### config.mk
export PLATFORM = sky130hd
export DESIGN_NAME = hazard_control_unit
export DESIGN_NICKNAME = d
export VERILOG_FILES = /design/src/rtl/hazard_pkg.sv /design/src/rtl/hazard_control_unit_sat_counter.sv /design/src/rtl/hazard_control_unit.sv
export SDC_FILE = /design/constraint.sdc
export NUM_CORES = 1
export LEC_CHECK = 0
export CAP_MARGIN = 20
export CORE_MARGIN = 4
export CORE_UTILIZATION = 25
export DETAILED_ROUTE_END_ITERATION = 10
export RECOVER_POWER = 100
export SKIP_LAST_GASP = 1
export SLEW_MARGIN = 20
export SYNTH_ARGS = -nofsm -noshare
export SYNTH_HDL_FRONTEND = slang
export SYNTH_HIERARCHICAL = 1
export SYNTH_SLANG_ARGS = --single-unit
### constraint.sdc
create_clock -name clk -period 3.5 [get_ports clk]
set_input_delay 0.7 -clock clk [delete_from_list [all_inputs] [get_ports clk]]
set_output_delay 0.7 -clock clk [all_outputs]
set_load 0.02 [all_outputs]
### src/rtl/hazard_pkg.sv
// Shared definitions for the pipeline hazard controller.
package hazard_pkg;
  localparam int DEF_REG_AW = 5;
  localparam int DEF_CNT_W  = 16;

  typedef enum logic {
    RUN    = 1'b0,
    LSTALL = 1'b1
  } hz_state_e;
endpackage

### src/rtl/hazard_control_unit_sat_counter.sv
// Saturating event counter with synchronous clear (clear wins over increment).
module sat_counter #(
  parameter int CNT_W = 16
) (
  input  logic             clk,
  input  logic             reset,
  input  logic             inc,
  input  logic             clr,
  output logic [CNT_W-1:0] count
);
  logic [CNT_W-1:0] cnt_q, cnt_d;

  always_comb begin
    cnt_d = cnt_q;
    if (clr)                cnt_d = '0;
    else if (inc && !(&cnt_q)) cnt_d = cnt_q + 1'b1;
  end

  always_ff @(posedge clk or posedge reset) begin
    if (reset) cnt_q <= '0;
    else       cnt_q <= cnt_d;
  end

  assign count = cnt_q;
endmodule

### src/rtl/hazard_control_unit.sv
// Stall/flush controller for the RV32I pipeline: load-use stalls of LOAD_LAT
// bubbles, data-memory freezes, fetch-wait bubbles, redirect flushes.
module hazard_control_unit
  import hazard_pkg::*;
#(
  parameter int REG_AW   = DEF_REG_AW,
  parameter int LOAD_LAT = 1,
  parameter int CNT_W    = DEF_CNT_W
) (
  input  logic              clk,
  input  logic              reset,
  input  logic              idex_mem_read,
  input  logic [REG_AW-1:0] idex_rd,
  input  logic [REG_AW-1:0] ifid_rs1,
  input  logic [REG_AW-1:0] ifid_rs2,
  input  logic              ifid_use_rs1,
  input  logic              ifid_use_rs2,
  input  logic              redirect,
  input  logic              dmem_busy,
  input  logic              imem_busy,
  input  logic              cnt_clear,
  output logic              pc_write,
  output logic              ifid_write,
  output logic              ifid_flush,
  output logic              idex_bubble,
  output logic              pipe_freeze,
  output logic [CNT_W-1:0]  stall_count,
  output logic [CNT_W-1:0]  flush_count
);
  localparam int REM_W = (LOAD_LAT > 1) ? $clog2(LOAD_LAT) : 1;
  localparam logic [REM_W-1:0] REM_INIT = REM_W'(LOAD_LAT - 1);

  hz_state_e        state_q, state_d;
  logic [REM_W-1:0] rem_q, rem_d;
  logic             hit;

  assign hit = idex_mem_read && (idex_rd != '0) &&
               ((ifid_use_rs1 && (ifid_rs1 == idex_rd)) ||
                (ifid_use_rs2 && (ifid_rs2 == idex_rd)));

  always_comb begin
    state_d     = state_q;
    rem_d       = rem_q;
    pc_write    = 1'b1;
    ifid_write  = 1'b1;
    ifid_flush  = 1'b0;
    idex_bubble = 1'b0;
    pipe_freeze = 1'b0;
    if (reset) begin
      // outputs held at the free-running pattern while in reset
    end else if (dmem_busy) begin
      pipe_freeze = 1'b1;
      pc_write    = 1'b0;
      ifid_write  = 1'b0;
    end else if (redirect) begin
      // a pending load stall belongs to a wrong-path instruction
      ifid_flush  = 1'b1;
      idex_bubble = 1'b1;
      state_d     = RUN;
      rem_d       = '0;
    end else if (hit && (state_q == RUN)) begin
      pc_write    = 1'b0;
      ifid_write  = 1'b0;
      idex_bubble = 1'b1;
      if (LOAD_LAT > 1) begin
        state_d = LSTALL;
        rem_d   = REM_INIT;
      end
    end else if (state_q == LSTALL) begin
      pc_write    = 1'b0;
      ifid_write  = 1'b0;
      idex_bubble = 1'b1;
      rem_d       = rem_q - 1'b1;
      if (rem_q <= REM_W'(1)) state_d = RUN;
    end else if (imem_busy) begin
      pc_write   = 1'b0;
      ifid_flush = 1'b1;
    end
  end

  always_ff @(posedge clk or posedge reset) begin
    if (reset) begin
      state_q <= RUN;
      rem_q   <= '0;
    end else begin
      state_q <= state_d;
      rem_q   <= rem_d;
    end
  end

  sat_counter #(.CNT_W(CNT_W)) u_stall_cnt (
    .clk   (clk),
    .reset (reset),
    .inc   (!pc_write),
    .clr   (cnt_clear),
    .count (stall_count)
  );

  sat_counter #(.CNT_W(CNT_W)) u_flush_cnt (
    .clk   (clk),
    .reset (reset),
    .inc   (redirect && !dmem_busy),
    .clr   (cnt_clear),
    .count (flush_count)
  );
endmodule

==> results of run 1 <==
## kinds of logic (layout without fill, tap and decap cells)
| kind of cell | count (synthesis) | in the layout | share of synthesized area (%) |
|---|---|---|---|
| buf+inv | 20 | 86 | 3.89 |
| compound gates | 61 | 61 | 19.0 |
| flops | 32 | 32 | 38.9 |
| simple gates | 104 | 104 | 28.4 |
| fa+ha+maj | 2 | 2 | 1.22 |
| mux | 8 | 8 | 4.26 |
| xor+xnor | 10 | 10 | 4.26 |
## sequential cells by signal, summed over array words and instances (netlist names)
name               cells
u_flush_cnt/count     16
u_stall_cnt/count     16
## final cells by class
| cell class | count | share of cell area, % |
|---|---|---|
| multi-input cells | 185 | 40.8 |
| flip-flops and latches | 32 | 27.7 |
| repair buffers | 66 | 21.8 |
| well taps | 102 | 4.42 |
| clock buffers | 6 | 2.51 |
| inverters | 12 | 1.56 |
| clock inverters | 2 | 1.21 |
## metrics by stage
| step | power [uW] | std cells |
|---|---|---|
| after floorplan | 435 | 237 |
| after global placement | 492 | 397 |
| after detailed placement | 493 | 397 |
| after CTS | 863 | 405 |
| after global routing | 884 | 405 |
| final | 845 | 405 |
## path summary, 6_finish.rpt
kind	start	endpoint	slack, ps
max	idex_rd[3]	ifid_write	70
min	u_flush_cnt/count[4]	u_flush_cnt/count[4]	540
max reg2reg	u_flush_cnt/count[0]	u_flush_cnt/count[12]	1510
min reg2reg	u_flush_cnt/count[4]	u_flush_cnt/count[4]	540
max in group asynchronous	reset	u_flush_cnt/count[12]	2050
min in group asynchronous	reset	u_stall_cnt/count[7]	1000
## Yosys cell counts, types with 5 or more instances
cell / n
xor2_1: 8
nor2_1: 21
nor2b_1: 5
nand2b_1: 8
mux2_2: 6
nand2_1: 12
or3_1: 16
nand3_1: 10
a21oi_1: 17
o21ai_0: 11
a211oi_1: 5
inv_1: 12
o31ai_1: 10
dfrtp_1: 32
or4_1: 6
## placed cells by master, fill, tap and decap left out, drive strengths merged, types with 2 or more instances in the layout
cell / netlist / routed
dlygate4sd3: 0 / 36
or2: 2 / 2
mux2i: 2 / 2
xor2: 8 / 8
nor2: 22 / 22
nor4: 4 / 4
o21ai: 12 / 12
dfrtp: 32 / 32
xnor2: 2 / 2
a21boi: 2 / 2
nor3: 5 / 5
ha: 2 / 2
a31o: 2 / 2
nor2b: 5 / 5
or3: 16 / 16
o31ai: 10 / 10
and2: 2 / 2
a211oi: 5 / 5
nand2: 12 / 12
nand4: 2 / 2
a2111oi: 2 / 2
o21bai: 2 / 2
buf: 2 / 3
clkdlybuf4s50: 0 / 22
mux2: 6 / 6
and3: 4 / 4
clkbuf: 6 / 10
nand3: 12 / 12
or4: 7 / 7
inv: 12 / 12
a21oi: 17 / 17
nand2b: 8 / 8
nor3b: 2 / 2
a31oi: 4 / 4
o211ai: 2 / 2
## routing by layer
layer	vias to the layer above	track usage [%]
li1	1002	-
met1	958	13.6
met2	36	17.8
met3	8	2.76
met4	0	3.99
met5	-	0
## power by group
group | internal (uW) | leakage (uW) | switching [uW]
clock network | 211 | 0.0000552 | 153
logic | 52.1 | 0.000666 | 50.5
registers | 373 | 0.000445 | 4.52
==> impl_summary.log, run 1 <==
[metrics] Ports: 61
[metrics] Post-CTS Repair Setup Buffers: 0
[metrics] number of gates given a new drive strength after cts: 1
[metrics] share of the yosys chip area belonging to registers: 38.9%
[metrics] total clock buffers created by CTS: 5
[metrics] Placement Rows: 32
[metrics] share of flip-flops with an asynchronous set or reset: 100%
[metrics] final non-filler cell area: 2890 sq um
[metrics] top flip-flop cell by instance count after synthesis: dfrtp_1
[metrics] DR iter-0 viols: 46
[metrics] number of global-route vias before repair: 1830
[metrics] minimum period implied by the final worst setup slack: 3430 ps
[metrics] Yosys Warn Count: 6
[metrics] total routing resource utilization after global routing: 10.8%
[metrics] clock tree from TritonCTS: built
[metrics] Filler cells: 824
[metrics] worst vdd rail ir drop: 0.000162 V
[metrics] DIE AREA: 9750 sq um
[metrics] area of the multi-input gates: 1180 sq um
[metrics] count of buffer and inverter cells on the critical path: 2
[metrics] Register Area: 801 sq um
[metrics] Antenna Cells: 0
[metrics] core utilization of the finished layout: 36.8%
[metrics] Die Y: 98.7 um
[metrics] fraction of layout cells with a size suffix above 1: 9.90%
[metrics] synthesized area divided by synthesized cell count: 8.68 sq um
[metrics] Fin. Hold Viols: 0
[metrics] Relative slew margins: 46.2%
[metrics] worst setup path class: in2out
[metrics] first-pass GRT wire length: 8590 um
[metrics] pin count of the biggest net entering global routing: 26
[metrics] clock transition at the registers of the reported paths: 70 ps
[metrics] number of I/O port buffers: 60
[metrics] cell area after synthesis: 2060 sq um
[metrics] critical path arrival: 2730 ps
[metrics] Slowest Stage Delay on Critical Path: 620 ps
[metrics] relative area change from synthesis to final layout: 40.4%
[metrics] required time at the endpoint of the critical path: 2800 ps
[metrics] final antenna-violating net count: 0
[metrics] worst setup skew after layout: 5.95 ps
[metrics] Post-synth EDFFs: 0
[metrics] Max Cap Viol: 0
[metrics] highest metal layer used by the detailed router: met4
[metrics] core area: 7850 sq um
[metrics] WL per Instance: 13.7 um
[metrics] share of the synthesized area in the top cell type: 38.9%
[metrics] result of the run: finished, final reports clean
[metrics] synthesized instance count: 237
[metrics] CP Depth: 6
[metrics] final critical-path setup slack: 68.9 ps
[metrics] clk root buf: clkbuf_8
[metrics] top post-synthesis cells by area: dfrtp_1, or3_1, a21oi_1
[metrics] clock latency on the worst-skew pair: 300 ps
[metrics] cts hold-fix bufs: 0
[metrics] dpl ws: -63.4 ps
[metrics] minimum hold slack: 538 ps
[metrics] clock tree sinks: 32
[metrics] number of buffers between clock root and the deepest sink: 2
[metrics] Setup crit end kind: output pin
[metrics] Post-layout nets: 328
[metrics] setup-violating endpoint count in the final report: 0
[metrics] Synth area leader: dfrtp_1
[metrics] most used cell along the critical path: clkdlybuf4s50_1
[metrics] portion of the clock cycle consumed by the worst path in the final layout: 98.0%
[metrics] via count: 2004
[metrics] met1 wire length: 2490 um
[metrics] standard cell with the maximum stage delay on the critical path: clkdlybuf4s50_1
[metrics] setup TNS after final layout: 0 ps
[metrics] transition time of the tightest slew-check pin: 804 ps
[metrics] cell depth of the worst min-delay path: 1
[metrics] length in cells of the worst reg-to-reg path: 5
[metrics] number of detailed-routing iterations run before antenna repair: 4
[metrics] register bit total from synthesis: 32
[metrics] number of H-tree levels: 2
[metrics] total congestion overflow after global routing: 0
[metrics] Die X-Extent: 98.7 um
[metrics] kind of cell adding the most delay to the critical path: buffers and inverters
[metrics] highest fanout seen on the critical path: 4
[metrics] final WL: 5530 um
[metrics] sum of net half-perimeters after detailed placement: 4110 um
[metrics] number of different library cells in the post-synthesis netlist: 44
[metrics] antenna violations before repair: 0
[metrics] initial standard-cell utilization of the core: 26.2%
[metrics] final count of pins violating max slew: 0
[metrics] power density over cell area: 292 nW/um^2
[metrics] setup repair after global routing missed its margin: no
[metrics] post-place instance area: 2800 sq um
[metrics] synthesized netlist net count: 263
[metrics] weighted congestion reported at the end of routability-driven placement: 0.784
[metrics] highest attainable clock frequency: 0.291 GHz
[metrics] cell breakdown of the critical path: clkdlybuf4s50_1 > or4_4 > o21ai_2 > nor2_2 > a21oi_1 > clkdlybuf4s50_1
[metrics] routed length on met2: 2740 um
[metrics] detailed-routed wire length on met3: 214 um
[metrics] leakage power: 0.00117 uW
[metrics] type of element launching the critical path: input pin
[metrics] per-cell via count in the routed design: 4.95
[metrics] post-detailed-route DRC marker count: 0
[metrics] kind of path behind the tightest hold check: reg2reg
Power figures use the tool's default switching activity.
==> inputs of run 2 (changes only) <==
--- a/config.mk
+++ b/config.mk
@@ -5,10 +5,12 @@
 export SDC_FILE = /design/constraint.sdc
 export NUM_CORES = 1
 export LEC_CHECK = 0
+export ABC_CLOCK_PERIOD_IN_PS = 3500
 export CAP_MARGIN = 20
 export CORE_MARGIN = 4
 export CORE_UTILIZATION = 25
 export DETAILED_ROUTE_END_ITERATION = 10
+export GPL_ROUTABILITY_DRIVEN = 0
 export RECOVER_POWER = 100
 export SKIP_LAST_GASP = 1
 export SLEW_MARGIN = 20
==> results of run 2 <==
The final DEF is identical to that of run 1; final timing and power are the same.
==> inputs of run 3 (changes only) <==
--- a/config.mk
+++ b/config.mk
@@ -11,7 +11,6 @@
 export CORE_UTILIZATION = 25
 export DETAILED_ROUTE_END_ITERATION = 10
 export GPL_ROUTABILITY_DRIVEN = 0
-export RECOVER_POWER = 100
 export SKIP_LAST_GASP = 1
 export SLEW_MARGIN = 20
 export SYNTH_ARGS = -nofsm -noshare
==> run 3 against run 2 <==
Compared with the run above: register-to-register slack hardly changed; critical path depth stayed put; utilization increased by 0.21 points; count of clock-buffer cells in the layout unchanged; non-clock buffer count unchanged; clock skew is 0.54 ps lower; cell area grew 0.56%; routed wire length about the same; critical endpoint unchanged; highest routed layer unchanged.
==> impl_summary.log, run 3 (same netlist as run 1, synthesis figures left out) <==
[metrics] result of the run: finished, final reports clean (unchanged)
[metrics] portion of the clock cycle consumed by the worst path in the final layout: 98.0% (about the same)
[metrics] number of H-tree levels: 2 (unchanged)
[metrics] number of global-route vias before repair: 1830 (unchanged)
[metrics] Fin. Hold Viols: 0 (unchanged)
[metrics] initial standard-cell utilization of the core: 26.2% (unchanged)
[metrics] Antenna Cells: 0 (unchanged)
[metrics] setup TNS after final layout: 0 ps (unchanged)
[metrics] setup-violating endpoint count in the final report: 0 (unchanged)
[metrics] number of I/O port buffers: 60 (unchanged)
[metrics] DR iter-0 viols: 40 (was 46)
[metrics] relative area change from synthesis to final layout: 41.2% (was 40.4%)
[metrics] standard cell with the maximum stage delay on the critical path: clkdlybuf4s50_1 (unchanged)
[metrics] worst vdd rail ir drop: 0.000163 V (was 0.000162 V)
[metrics] clock tree from TritonCTS: built (unchanged)
[metrics] Placement Rows: 32 (unchanged)
[metrics] most used cell along the critical path: clkdlybuf4s50_1 (unchanged)
[metrics] fraction of layout cells with a size suffix above 1: 10.6% (was 9.90%)
[metrics] Filler cells: 819 (was 824)
[metrics] dpl ws: -63.4 ps (unchanged)
[metrics] number of detailed-routing iterations run before antenna repair: 4 (unchanged)
[metrics] power density over cell area: 291 nW/um^2 (was 292 nW/um^2)
[metrics] cts hold-fix bufs: 0 (unchanged)
[metrics] DIE AREA: 9750 sq um (unchanged)
[metrics] Max Cap Viol: 0 (unchanged)
[metrics] cell breakdown of the critical path: clkdlybuf4s50_1 > or4_4 > o21ai_2 > nor2_2 > a21oi_1 > clkdlybuf4s50_1 (unchanged)
[metrics] clock tree sinks: 32 (unchanged)
[metrics] first-pass GRT wire length: 8590 um (unchanged)
[metrics] kind of path behind the tightest hold check: reg2reg (unchanged)
[metrics] post-detailed-route DRC marker count: 0 (unchanged)
[metrics] final std cells w/o fill: 405 (unchanged)
[metrics] total clock buffers created by CTS: 5 (unchanged)
[metrics] critical path arrival: 2730 ps (about the same)
[metrics] clock latency on the worst-skew pair: 300 ps (about the same)
[metrics] worst setup skew after layout: 5.42 ps (was 5.95 ps)
[metrics] count of buffer and inverter cells on the critical path: 2 (unchanged)
[metrics] clk root buf: clkbuf_8 (unchanged)
[metrics] required time at the endpoint of the critical path: 2800 ps (about the same)
[metrics] Inst Count DP: 397 (unchanged)
[metrics] core utilization of the finished layout: 37.0% (was 36.8%)
[metrics] total congestion overflow after global routing: 0 (unchanged)
[metrics] post-place instance area: 2800 sq um (unchanged)
[metrics] kind of cell adding the most delay to the critical path: buffers and inverters (unchanged)
[metrics] pin count of the biggest net entering global routing: 26 (unchanged)
[metrics] setup repair after global routing missed its margin: no (unchanged)
[metrics] type of element launching the critical path: input pin (unchanged)
[metrics] Die Y: 98.7 um (unchanged)
[metrics] highest attainable clock frequency: 0.291 GHz (about the same)
[metrics] antenna violations before repair: 0 (unchanged)
[metrics] per-cell via count in the routed design: 4.95 (about the same)
[metrics] number of buffers between clock root and the deepest sink: 2 (unchanged)
[metrics] final WL: 5530 um (about the same)
[metrics] final critical-path setup slack: 68.8 ps (was 68.9 ps)
[metrics] minimum period implied by the final worst setup slack: 3430 ps (about the same)
[metrics] Die X-Extent: 98.7 um (unchanged)
[metrics] WL per Instance: 13.7 um (about the same)
[metrics] Setup crit end kind: output pin (unchanged)
[metrics] final antenna-violating net count: 0 (unchanged)
[metrics] Post-layout nets: 328 (unchanged)
[metrics] final count of pins violating max slew: 0 (unchanged)
[metrics] Relative slew margins: 47.1% (was 46.2%)
[metrics] sum of net half-perimeters after detailed placement: 4110 um (unchanged)
[metrics] core area: 7850 sq um (unchanged)
[metrics] via count: 2006 (was 2004)
[metrics] worst setup path class: in2out (unchanged)
[metrics] commonest cells after routing, fill and taps aside: clkdlybuf4s50_1, dfrtp_1, nor2_1 (was dlygate4sd3_1, dfrtp_1, clkdlybuf4s50_1)
[metrics] highest fanout seen on the critical path: 4 (unchanged)
[metrics] leakage power: 0.00108 uW (was 0.00117 uW)
[metrics] Slowest Stage Delay on Critical Path: 620 ps (about the same)
[metrics] clock transition at the registers of the reported paths: 70 ps (about the same)
[metrics] total routing resource utilization after global routing: 10.8% (unchanged)
[metrics] Ports: 61 (unchanged)
[metrics] most frequent standard cell in the layout excluding fill and tap cells: clkdlybuf4s50_1 (was dlygate4sd3_1)
[metrics] transition time of the tightest slew-check pin: 791 ps (was 804 ps)
[metrics] final non-filler cell area: 2910 sq um (was 2890 sq um)
==> run 3: repair_timing <==
item,CTS,global route
setup endpoints to repair,1,1
resized for setup,1,1
pin swaps,0,0
setup buffers,0,0
==> run 3: report_power, final <==
part           switching [uW]  internal [uW]
logic                    50.4           54.9
clock network             152            211
registers                4.74            373
total                     207            639
==> run 3: final cells by class <==
cell class              instances  area, sq um  share of cell area, %
clock buffers                   6         72.6                   2.50
clock inverters                 2         35.0                   1.21
inverters                      12         45.0                   1.55
multi-input cells             185         1180                   40.5
flip-flops and latches         32          801                   27.6
well taps                     102          128                   4.39
repair buffers                 66          647                   22.3
==> run 3: worst paths after layout <==
check / start / endpoint / slack [ps] / depth (start not counted)
max in group asynchronous: reset / u_flush_cnt/count[5] / 2180 / 2
worst max register to register: u_flush_cnt/count[0] / u_flush_cnt/count[12] / 1500 / 5
worst min register to register: u_stall_cnt/count[4] / u_stall_cnt/count[4] / 540 / 1
min in group asynchronous: reset / u_stall_cnt/count[15] / 890 / 2
worst min-delay path: u_stall_cnt/count[4] / u_stall_cnt/count[4] / 540 / 1
worst max-delay path: idex_rd[3] / ifid_write / 70 / 6
==> run 3: through the flow <==
stage | hold slack, ps | total power (uW)
final | 539 | 847
after global routing | 548 | 887
after CTS | 545 | 863
after detailed placement | 531 | 493
after global placement | 508 | 492
after floorplan | 614 | 435
==> run 3: routing by layer <==
layer  track usage [%]  vias up  routed length (um)  share of wire, %
met5                 0        -                   0                 0
met4              3.99        0                  78               1.4
met3              2.76        8                 225               4.1
met2              17.8       40                2750                50
met1              13.6      958                2480                45
li1                  -     1000                   -                 -
==> RTL edit 1, RTL diff (flow settings as in run 2) <==
Set the parameter `LOAD_LAT` to 2 (it was 1).
--- a/src/rtl/hazard_control_unit.sv
+++ b/src/rtl/hazard_control_unit.sv
@@ -5,5 +5,5 @@
 #(
   parameter int REG_AW   = DEF_REG_AW,
-  parameter int LOAD_LAT = 1,
+  parameter int LOAD_LAT = 2,
   parameter int CNT_W    = DEF_CNT_W
 ) (
Behaviour: not the same (Yosys sat finds a counterexample within 4 cycles, from zero or initial values and one cycle with reset high).
==> RTL edit 1 against run 2 <==
Power decreased by 5.9%. Wire length is 4.6% higher. Synthesized area grew 5.1%. First-iteration DRC count is 4.3% higher. Design area up 2.7%. Clock skew is essentially flat. Sequential cell count rose by 1. Core utilization fell by 1.1 points. Count of clock-buffer cells in the layout is 1 higher. Register-to-register slack worse by 290 ps. Worst setup slack improved by 280 ps. Critical path type is now primary input to register. Critical endpoint is now u_stall_cnt/count[13]. Highest routed layer unchanged.
==> RTL edit 1: results (changes against run 2) <==
[status]
outcome=finished clean  ; unchanged

[layout]
nNetsFinal=341  ; was 328
fillers=869  ; was 824
drive_gt1_share_pct=9.21  ; was 9.90%

[timing]
finalClockSkew_ps=5.56  ; was 5.95 ps
finalHoldWorstSlack_ps=534  ; was 538 ps
worstMarginPinSlew_ps=763  ; was 804 ps

[critical_path]
r2r_slack_ps=1220  ; was 1510 ps
worstPathMaxFanout=9  ; was 4
r2r_start=state_q  ; was u_flush_cnt/count[0]
cp_slowest_cell=or3_1  ; was clkdlybuf4s50_1
cp_data_arrival_time_ps=3360  ; was 2730 ps
r2r_end=u_stall_cnt/count[13]  ; was u_flush_cnt/count[12]
ff2ff_path_depth=7  ; was 5

[route]
postRouteWirelength_um=5780  ; was 5530 um
via_per_inst=4.96  ; was 4.95
drt_iter0_markers=48  ; was 46

[grt]
grt_pass1_vias=2017  ; was 1,830
grt_pass1_wl_um=9400  ; was 8590 um
grt_usage_pct=11.2  ; was 10.8%
grt_max_degree=23  ; was 26

[synth]
ys_seq_area_share_pct=38.2  ; was 38.9%
synth_commonest_cells=dfrtp_1 (33), nor2_1 (20), a21oi_1 (18), or3_1 (16)  ; was dfrtp_1 (32), nor2_1 (21), a21oi_1 (17), or3_1 (16)
synth_area_leaders=dfrtp_1 (38%), or3_1 (4.6%), a21oi_1 (4.2%)  ; was dfrtp_1 (39%), or3_1 (4.9%), a21oi_1 (4.1%)
ys_types=47  ; was 44

[power]
leakage_nw=1.19  ; was 1.17 nW

[worst_hold_path]
min-delay-start=u_stall_cnt/count[4]  ; was u_flush_cnt/count[4]
min_to=u_stall_cnt/count[4]  ; was u_flush_cnt/count[4]

[clocking]
clock_latency_ps=280  ; was 300 ps

[placement]
place_ws_ps=8.12  ; was -63.4 ps
placed_area_mm2=0.00294  ; was 0.00280 mm2
hpwl_um=4360  ; was 4110 um

-- RTL edit 1: area by class of cell --
type | instances | share of cell area (%)
Sequential cell | 33 | 27.8
Tap cell | 105 | 4.43
Timing Repair Buffer | 70 | 21.2
Inverter | 13 | 1.64
Clock buffer | 7 | 2.91
Multi-Input combinational cell | 192 | 42.0
-- RTL edit 1: worst register-to-register path, cell delays in order, from the launching register on --
cell	delay (ps)
dfrtp_1	420
nor3_1	120
o2bb2ai_2	140
a21oi_1	280
nand3_1	160
or3_1	500
or4_1	430
a21oi_1	150
-- RTL edit 1: how the worst max path moves through the flow --
stage / end / slack [ps]
2_1_floorplan: u_stall_cnt/count[13] / 610
3_3_place_gp: idex_bubble / -0.8
3_5_place_dp: idex_bubble / 8
4_1_cts: idex_bubble / 8
5_1_grt: u_stall_cnt/count[13] / 120
6_report: u_stall_cnt/count[13] / 350
-- RTL edit 1: per-stage QoR --
step / util, % / cells
floorplan: - / 246
global route: 35.7 / 420
CTS: 36.4 / 420
detailed placement: 35.4 / 413
finish: 35.7 / 420
global placement: 35.4 / 413
-- RTL edit 1: logic make-up after synthesis --
| logic type | after synthesis | share of synthesized area [%] |
|---|---|---|
| xor gates and xnor gates | 10 | 4.05 |
| buffers and inverters | 21 | 3.88 |
| and+or+nand+nor | 106 | 28.1 |
| adders and majority gates | 2 | 1.16 |
| muxes | 8 | 4.05 |
| DFF | 33 | 38.2 |
| AOI/OAI and AO/OA | 66 | 20.6 |
-- RTL edit 1: report_power, final --
part	leakage [nW]	internal, mW	total, mW	switching, mW
Combinational	0.682	0.0537	0.110	0.0565
Sequential	0.460	0.384	0.389	0.00471
Clock	0.0443	0.156	0.295	0.139
-- RTL edit 1: per-layer routing --
metal | up-vias | GRT usage, % | wire [um]
met5 | - | 0 | 0
met4 | 0 | 2.25 | 36
met3 | 4 | 2.49 | 193
met2 | 34 | 20.1 | 2950
met1 | 1008 | 13.9 | 2610
li1 | 1039 | - | -
-- RTL edit 1: timing repair --
item | in CTS | in global routing
endpoints found under the setup margin | 0 | 4
hold endpoints to repair | 0 | 0
resized for setup | 0 | 4
==> RTL edit 2, RTL diff (config.mk and constraints of run 2) <==
Without the edit above. Reset style: synchronous (`reset`), changed in 2 clocked blocks.
--- a/src/rtl/hazard_control_unit_sat_counter.sv
+++ b/src/rtl/hazard_control_unit_sat_counter.sv
@@ -17,5 +17,5 @@
   end
 
-  always_ff @(posedge clk or posedge reset) begin
+  always_ff @(posedge clk) begin
     if (reset) cnt_q <= '0;
     else       cnt_q <= cnt_d;
--- a/src/rtl/hazard_control_unit.sv
+++ b/src/rtl/hazard_control_unit.sv
@@ -79,5 +79,5 @@
   end
 
-  always_ff @(posedge clk or posedge reset) begin
+  always_ff @(posedge clk) begin
     if (reset) begin
       state_q <= RUN;
Formal check against the unedited RTL: differs if reset is asserted again (counterexample within 4 cycles, from zero or initial values and one cycle with reset high); with reset held inactive, the same outputs for 10 cycles.
==> RTL edit 2 against run 2 <==
Critical path depth unchanged. Synthesized area increased by 0.24%. Clock power decreased by 14%. Sequential power decreased by 2%. Non-clock buffer count increased by 3. Sequential cell count unchanged. Design area decreased by 2.3%. Clock skew increased by 0.78 ps. Worst setup slack improved by 30 ps. Power decreased by 7.7%. Die area increased by 0.22%. Register-to-register slack improved by 100 ps. Wire length increased by 5.2%. Critical path type unchanged.
==> RTL edit 2: results (changes against run 2) <==
[power]
pwr-share-seq_pct=47.6  ; was 44.7%
internal_power_mw=0.592  ; was 0.636 mW
switchingPower_mw=0.188  ; was 0.208 mW
leakage_nw=1.02  ; was 1.17 nW

[synth]
syn-num-nets=275  ; was 263
ys_types=45  ; was 44
synth_commonest_cells=dfxtp_1 (32), a21oi_1 (19), nand3_1 (18), nand4_1 (14), nor2_1 (13)  ; was dfrtp_1 (32), nor2_1 (21), a21oi_1 (17), or3_1 (16)
synth_xor_area_share_pct=4.24  ; was 4.26%
synth_area_leaders=dfxtp_1 (31%), a21oi_1 (4.6%), nand3_1 (4.4%)  ; was dfrtp_1 (39%), or3_1 (4.9%), a21oi_1 (4.1%)
ys_seq_area_share_pct=31.0  ; was 38.9%
synth_fa_ha_area_share_pct=1.21  ; was 1.22%
synth_compound_area_share_pct=20.7  ; was 19.0%
synth_top_area_cell=dfxtp_1  ; was dfrtp_1

[critical_path]
ff2ff_path_depth=4  ; was 5
r2r_slack_ps=1610  ; was 1510 ps
r2r_start=u_flush_cnt/count[4]  ; was u_flush_cnt/count[0]
r2r_end=u_flush_cnt/count[15]  ; was u_flush_cnt/count[12]

[layout]
drive_gt1_share_pct=8.04  ; was 9.90%
nNetsFinal=337  ; was 328

[timing]
finalClockSkew_ps=6.74  ; was 5.95 ps
slew_headroom_pct=66.4  ; was 46.2%
finalHoldWorstSlack_ps=507  ; was 538 ps

[grt]
grt_pass1_wl_um=9810  ; was 8590 um
grt_max_degree=14  ; was 26
grt_usage_pct=11.9  ; was 10.8%

[worst_hold_path]
holdPathStages=2  ; was 1
min-delay-start=u_flush_cnt/count[10]  ; was u_flush_cnt/count[4]

[placement]
place_ws_ps=-27.1  ; was -63.4 ps

[status]
outcome=finished clean  ; unchanged

[route]
drt_iter0_markers=100  ; was 46
vias=2216  ; was 2,004

## RTL edit 2: stage by stage
stage          util [%]  setup TNS (ps)  area (um2)  cells
2_1_floorplan         -               0        2060    249
3_3_place_gp       35.0           -13.9        2760    406
3_5_place_dp       35.0           -27.1        2760    406
4_1_cts            36.2               0        2850    413
5_1_grt            35.8               0        2820    413
6_report           35.8               0        2820    413
## RTL edit 2: area by class of cell
class / instances / area, um2
Inverter: 4 / 15.0
Tap cell: 102 / 128
Sequential cell: 32 / 641
Multi-Input combinational cell: 199 / 1290
Timing Repair Buffer: 69 / 647
Clock buffer: 7 / 96.3
Fill cell: 843 / 5070
## RTL edit 2: worst max-delay path by stage
stage,startpoint,end,slack (ps),cells after the start
2_1_floorplan,idex_rd[3],u_stall_cnt/count[15],700,10
3_3_place_gp,idex_rd[3],pc_write,-10,6
3_5_place_dp,idex_rd[3],pc_write,-30,6
4_1_cts,idex_rd[3],ifid_flush,60,7
5_1_grt,idex_rd[2],u_stall_cnt/count[15],30,11
6_report,idex_rd[3],ifid_write,100,6
## RTL edit 2: per-layer routing
| layer | vias up | part of all wire, % | GRT usage (%) |
|---|---|---|---|
| met5 | - | 0 | 0 |
| li1 | 1101 | - | - |
| met2 | 50 | 47 | 19.2 |
| met4 | 0 | 1.3 | 3.99 |
| met3 | 7 | 4.7 | 2.48 |
| met1 | 1058 | 47 | 15.9 |
## RTL edit 2: what timing repair did
action,CTS,global route
resized for setup,1,2
hold buffers,0,0
endpoints found under the setup margin,1,2
## RTL edit 2: tightest hold or removal path, delay by kind of cell (launching register included)
kind,cells,cell delay [ps]
compound gates,2,120
flops,1,340
